<file path="config.mk">
export PLATFORM = sky130hd
export DESIGN_NAME = op_done_tracker
export DESIGN_NICKNAME = d
export VERILOG_FILES = /design/src/rtl/op_done_pkg.sv /design/src/rtl/op_done_tracker.sv
export SDC_FILE = /design/constraint.sdc
export NUM_CORES = 1
export LEC_CHECK = 0
export CORE_MARGIN = 2
export CORE_UTILIZATION = 40
export DETAILED_ROUTE_END_ITERATION = 7
export MAX_ROUTING_LAYER = met4
export PLACE_DENSITY = 0.74
export SYNTH_ARGS = -nofsm -noshare
export SYNTH_HDL_FRONTEND = slang
export SYNTH_SLANG_ARGS = --single-unit
</file>
<file path="constraint.sdc">
create_clock -name clk -period 3.2 [get_ports clk]
set_clock_uncertainty 0.05 [all_clocks]
set_input_delay 0.48 -clock clk [delete_from_list [all_inputs] [get_ports clk]]
set_output_delay 0.48 -clock clk [all_outputs]
set_load 0.005 [all_outputs]
</file>
<file path="src/rtl/op_done_pkg.sv">
// Shared types for the operation-completion tracker: operation kind and FSM state.
package op_done_pkg;

  typedef enum logic [1:0] {
    OP_RD_HIT  = 2'd0,
    OP_RD_MISS = 2'd1,
    OP_WR_HIT  = 2'd2,
    OP_WR_MISS = 2'd3
  } op_t;

  typedef enum logic [2:0] {
    IDLE      = 3'd0,
    HIT_WAIT  = 3'd1,
    MISS_WAIT = 3'd2,
    MEM_WAIT  = 3'd3,
    FILL      = 3'd4
  } state_t;

  function automatic int max_of(input int a, input int b);
    return (a > b) ? a : b;
  endfunction

  function automatic int min_of(input int a, input int b);
    return (a < b) ? a : b;
  endfunction

endpackage

</file>
<file path="src/rtl/op_done_tracker.sv">
// Tracks one outstanding cache operation and emits pre_done/done pulses after a
// hit, fixed-miss, memory-fill or timeout latency, all timed by one down-counter.
module op_done_tracker
  import op_done_pkg::*;
#(
  parameter int HIT_CYCLES     = 2,
  parameter int MISS_CYCLES    = 3,
  parameter int MISS_MODE      = 0,
  parameter int FILL_CYCLES    = 2,
  parameter int TIMEOUT_CYCLES = 8,
  parameter int PRE_DONE_LEAD  = 1
) (
  input  logic clk,
  input  logic rst,
  input  logic re,
  input  logic we,
  input  logic hit,
  input  logic mem_ack,
  output logic accept,
  output logic op_in_progress,
  output logic pre_done,
  output logic done,
  output op_t  done_op,
  output logic timeout,
  output logic conflict
);

  localparam int MAX_LAT = max_of(max_of(HIT_CYCLES, MISS_CYCLES),
                                  max_of(FILL_CYCLES, TIMEOUT_CYCLES));
  localparam int MIN_LAT = min_of(min_of(HIT_CYCLES, MISS_CYCLES), FILL_CYCLES);
  localparam int CNT_W   = $clog2(MAX_LAT) + 1;

  // Counter holds the number of cycles left until the done cycle.
  localparam logic [CNT_W-1:0] HIT_LOAD     = CNT_W'(HIT_CYCLES - 1);
  localparam logic [CNT_W-1:0] MISS_LOAD    = CNT_W'(MISS_CYCLES - 1);
  localparam logic [CNT_W-1:0] FILL_LOAD    = CNT_W'(FILL_CYCLES - 1);
  localparam logic [CNT_W-1:0] TIMEOUT_LOAD = CNT_W'(TIMEOUT_CYCLES - 1);
  localparam logic [CNT_W-1:0] LEAD_CNT     = CNT_W'(PRE_DONE_LEAD);
  localparam logic [CNT_W-1:0] LEAD_P1      = CNT_W'(PRE_DONE_LEAD + 1);
  localparam logic [CNT_W-1:0] CNT_ONE      = CNT_W'(1);

  if (PRE_DONE_LEAD < 1 || PRE_DONE_LEAD >= MIN_LAT ||
      HIT_CYCLES < 2 || MISS_CYCLES < 2 || FILL_CYCLES < 2 || TIMEOUT_CYCLES < 2 ||
      TIMEOUT_CYCLES <= FILL_CYCLES) begin : g_param_check
    $error("op_done_tracker: illegal latency parameter combination");
  end

  state_t           state_reg;
  logic [CNT_W-1:0] cnt_reg;
  op_t              op_reg;
  logic             pre_done_reg;
  logic             done_reg;
  logic             timeout_reg;

  // Gated by rst so the combinational outputs also read 0 during reset.
  assign accept         = rst & (state_reg == IDLE) & (re | we);
  assign conflict       = accept & re & we;
  assign op_in_progress = accept | (state_reg != IDLE);
  assign pre_done       = pre_done_reg;
  assign done           = done_reg;
  assign timeout        = timeout_reg;
  assign done_op        = done_reg ? op_reg : OP_RD_HIT;

  always_ff @(posedge clk or negedge rst) begin
    if (!rst) begin
      state_reg    <= IDLE;
      cnt_reg      <= '0;
      op_reg       <= OP_RD_HIT;
      pre_done_reg <= 1'b0;
      done_reg     <= 1'b0;
      timeout_reg  <= 1'b0;
    end else begin
      pre_done_reg <= 1'b0;
      done_reg     <= 1'b0;
      timeout_reg  <= 1'b0;
      case (state_reg)
        IDLE: begin
          if (re | we) begin
            op_reg <= op_t'({we, ~hit});
            if (hit) begin
              state_reg    <= HIT_WAIT;
              cnt_reg      <= HIT_LOAD;
              pre_done_reg <= (HIT_LOAD == LEAD_CNT);
            end else if (MISS_MODE == 0) begin
              state_reg    <= MISS_WAIT;
              cnt_reg      <= MISS_LOAD;
              pre_done_reg <= (MISS_LOAD == LEAD_CNT);
            end else begin
              state_reg <= MEM_WAIT;
              cnt_reg   <= TIMEOUT_LOAD;
            end
          end
        end
        HIT_WAIT, MISS_WAIT, FILL: begin
          if (cnt_reg == '0) begin
            state_reg <= IDLE;
          end else begin
            cnt_reg      <= cnt_reg - CNT_ONE;
            done_reg     <= (cnt_reg == CNT_ONE);
            pre_done_reg <= (cnt_reg == LEAD_P1);
          end
        end
        MEM_WAIT: begin
          // An ack in the timeout done cycle itself arrives too late to matter.
          if (cnt_reg == '0) begin
            state_reg <= IDLE;
          end else if (mem_ack) begin
            state_reg    <= FILL;
            cnt_reg      <= FILL_LOAD;
            pre_done_reg <= (FILL_LOAD == LEAD_CNT);
          end else begin
            cnt_reg     <= cnt_reg - CNT_ONE;
            done_reg    <= (cnt_reg == CNT_ONE);
            timeout_reg <= (cnt_reg == CNT_ONE);
          end
        end
        default: state_reg <= IDLE;
      endcase
    end
  end

endmodule
</file>
==> results.txt <==
----------------------------------------------------
[Run status]
  Run status ... completed

[Placement]
  Placed Area ... 890 sq um
  Placement-stage worst setup slack ... 0.532 ns
  Half-perimeter wire length of the detailed placement result ... 1240 microns
  Number of buffers added on ports ... 13
  Last weighted congestion value of the routability-driven placer ... 0.780

[Drt]
  Iteration-0 DRC Markers ... 10
  Average vias per placed instance ... 5.53
  Number of DRC violations after detailed routing ... 0
  Routed length per placed instance ... 13.5 microns
  Via count ... 647
  WL final ... 1580 microns
  Number of optimization iterations in the first detailed-route pass ... 4
  Antenna violation net count after detailed routing ... 0

[Synth]
  Post-synth design cell area ... 768 sq um
  Sequential area share after synthesis ... 39.1%
  Flip-flop and latch count after synthesis ... 12
  Main area contributors after synthesis ... sky130_fd_sc_hd__dfrtp_1 (39%), sky130_fd_sc_hd__ha_1 (6.5%), sky130_fd_sc_hd__buf_6 (4.4%)
  Top-count cell post-synth ... sky130_fd_sc_hd__dfrtp_1
  Number of warnings printed during yosys synthesis ... 0
  Top-area cell type share of the netlist area ... 39.1%
  Top FF cell, synth ... sky130_fd_sc_hd__dfrtp_1
  Distinct cells, synth ... 37
  Post-synthesis instance total ... 78
  Top cells by instance count after synthesis ... sky130_fd_sc_hd__dfrtp_1 (12), sky130_fd_sc_hd__nor2_1 (7), sky130_fd_sc_hd__nand2_1 (6)
  Syn nets ... 88
  Number of flops mapped to enable cells by yosys ... 0
  Post-synth ARST share ... 100%
  Post-synth top area cell ... sky130_fd_sc_hd__dfrtp_1
  Avg Inst Size Synth ... 9.85 sq um

[Pwr]
  Maximum vdd drop ... 0.341 mV
  Pwr dens ... 966 nW/um^2
  Leakage power total ... 0.401 nW

[Worst setup path]
  Reg2reg setup slack ... 1.22 ns
  Critical path buffer and inverter count ... 1
  Count of cell instances traversed by the critical path ... 5
  Launch point of the critical path ... state_reg[1]
  Cell type of the slowest stage on the worst timing path ... sky130_fd_sc_hd__dfrtp_1
  Reg2reg end ... cnt_reg[2]
  Largest fanout of any net on the critical path ... 11
  Logic depth of the worst register-to-register path ... 6
  Startpoint kind of the worst setup timing path ... flop
  Kind of cell adding the most delay to the critical path ... simple AND/OR/NAND/NOR gates
  Crit path arrival time ... 2.27 ns
  WP data required ... 2.67 ns
  Path type of the worst setup path ... reg -> out
  Largest stage delay on the critical path ... 0.49 ns
  Launch instance of the worst register-to-register path ... cnt_reg[0]
  List of cells traversed by the critical path ... or3_4 -> nor2_2 -> and2_1 -> nand2b_1 -> clkdlybuf4s50_1
  Destination of the critical timing path ... op_in_progress
  Crit. End Element ... primary output

[Clock network]
  Root Buffer Master ... sky130_fd_sc_hd__clkbuf_4
  Clk pin slew, worst setup/hold paths ... 0.07 ns
  Setup Buffers After CTS ... 0
  CTS resizes ... 0
  Total clock buffers created by CTS ... 3
  TritonCTS clock tree ... done
  Deepest clock path buffer count ... 2
  H-tree level count ... 1
  CTS sink count ... 12
  Clk_lat worst skew ... 0.28 ns
  Cts-stage hold buffer count ... 0

[STA]
  Share of the cycle needed by the critical path after routing ... 87.4%
  Slew at the pin closest to its max-slew limit ... 0.574 ns
  Min Tclk post-route ... 2.80 ns
  Final WS setup ... 0.404 ns
  Number of hold violations in the final report ... 0
  Setup violation total in the final timing report ... 0
  Max frequency ... 0.358 GHz
  Slew Limit Headroom ... 61.4%
  RSZ-0062 raised after global routing ... false
  Final setup TNS ... 0 ns
  Max-slew violations ... 0

[Floorplanning]
  Number of standard-cell rows in the floorplan ... 15
  Die span in y ... 47.8 microns
  Total I/O pin count ... 14
  Die area ... 2290 sq um
  Initial core utilization ... 43.5%
  Placeable Area ... 1760 sq um
  DIE WIDTH ... 47.8 microns

[Global route]
  First-pass GRT wire length ... 2480 microns
  Total routing usage reported by global routing ... 17.1%
  Vias in the first global route ... 592
  Global-route congestion overflow total ... 0
  Largest net degree at the start of global routing ... 12
  Antenna violations before repair ... 0

[Finish]
  Ratio of cells with drive above 1 in the final layout ... 14.1%
  Number of flip-flops under the largest register name ... 4
  Area grow syn2layout ... 20.5%
  Cell area after layout ... 926 sq um
  Final nets ... 103
  Total of fill cells in the finished design ... 174
  Number of diodes ... 0

[Run]
  Max-capacitance violation count ... 0

[Worst hold path]
  Type of the worst min-delay path ... in -> async

----------------------------------------------------
==> per-layer routing <==
metal  track usage [%]  part of all wire (%)  wire length (microns)  vias up
li1                  -                     -                      -      315
met3              2.26                   5.2                     82        4
met2              30.9                    51                    811       26
met4              13.0                   3.0                     48        0
met1              16.0                    40                    632      302
met5                 -                     0                      0        -
==> cell usage in the layout, fill, tap and decap left out, drive strengths merged, types with 2 or more instances in the layout <==
master         synthesis  routed
clkdlybuf4s50          0      13
dfrtp                 12      12
nor2                   8       8
nand2                  6       6
ha                     4       4
clkbuf                 1       4
a22o                   4       4
inv                    3       3
o21ai                  3       3
and2                   3       3
nor3                   3       3
nand3                  2       2
a21oi                  2       2
o22ai                  2       2
nor4                   2       2
nor2b                  2       2
==> power by group <==
part	leakage (nW)	internal [mW]	total (mW)	switching, mW
clock network	0.0210	0.0693	0.120	0.0511
logic	0.226	0.249	0.487	0.239
registers	0.153	0.209	0.287	0.0779
total	0.401	0.527	0.895	0.368
==> through the flow <==
step | power (mW) | std cells | hold WS, ns | util (%)
6_report | 0.895 | 117 | 0.408 | 52.5
5_1_grt | 0.967 | 117 | 0.432 | 52.5
4_1_cts | 0.899 | 117 | 0.426 | 52.5
3_5_place_dp | 0.775 | 113 | 0.408 | 50.4
3_3_place_gp | 0.762 | 113 | 0.406 | 50.4
2_1_floorplan | 0.682 | 78 | 0.134 | -
==> kinds of logic (layout without fill, tap and decap cells) <==
group	Yosys count	count (layout)	synth area share [%]
compound gates	20	20	19.7
xor+xnor	1	1	1.14
fa+ha+maj	4	4	6.51
buf+inv	7	21	7.65
flops	12	12	39.1
simple gates	34	34	25.9
==> how the worst min path moves through the flow <==
| stage | depth (start not counted) | to | from | slack [ns] |
|---|---|---|---|---|
| floorplan | 0 | cnt_reg[0] | rst | 0.13 |
| global placement | 1 | op_reg[0] | op_reg[0] | 0.41 |
| detailed placement | 1 | op_reg[0] | op_reg[0] | 0.41 |
| CTS | 1 | pre_done | rst | 0.43 |
| global route | 1 | timeout | rst | 0.43 |
| finish | 1 | pre_done | rst | 0.41 |
==> layout make-up <==
class                      count  area, sq um  share of cell area [%]
inverter                       3         11.3                    1.22
clock buffer                   4         36.3                    3.92
tap                           25         31.3                    3.38
multi-input combinational     59          409                    44.2
sequential                    12          300                    32.4
timing repair buffer          14          138                    14.9
Power figures use the tool's default switching activity.
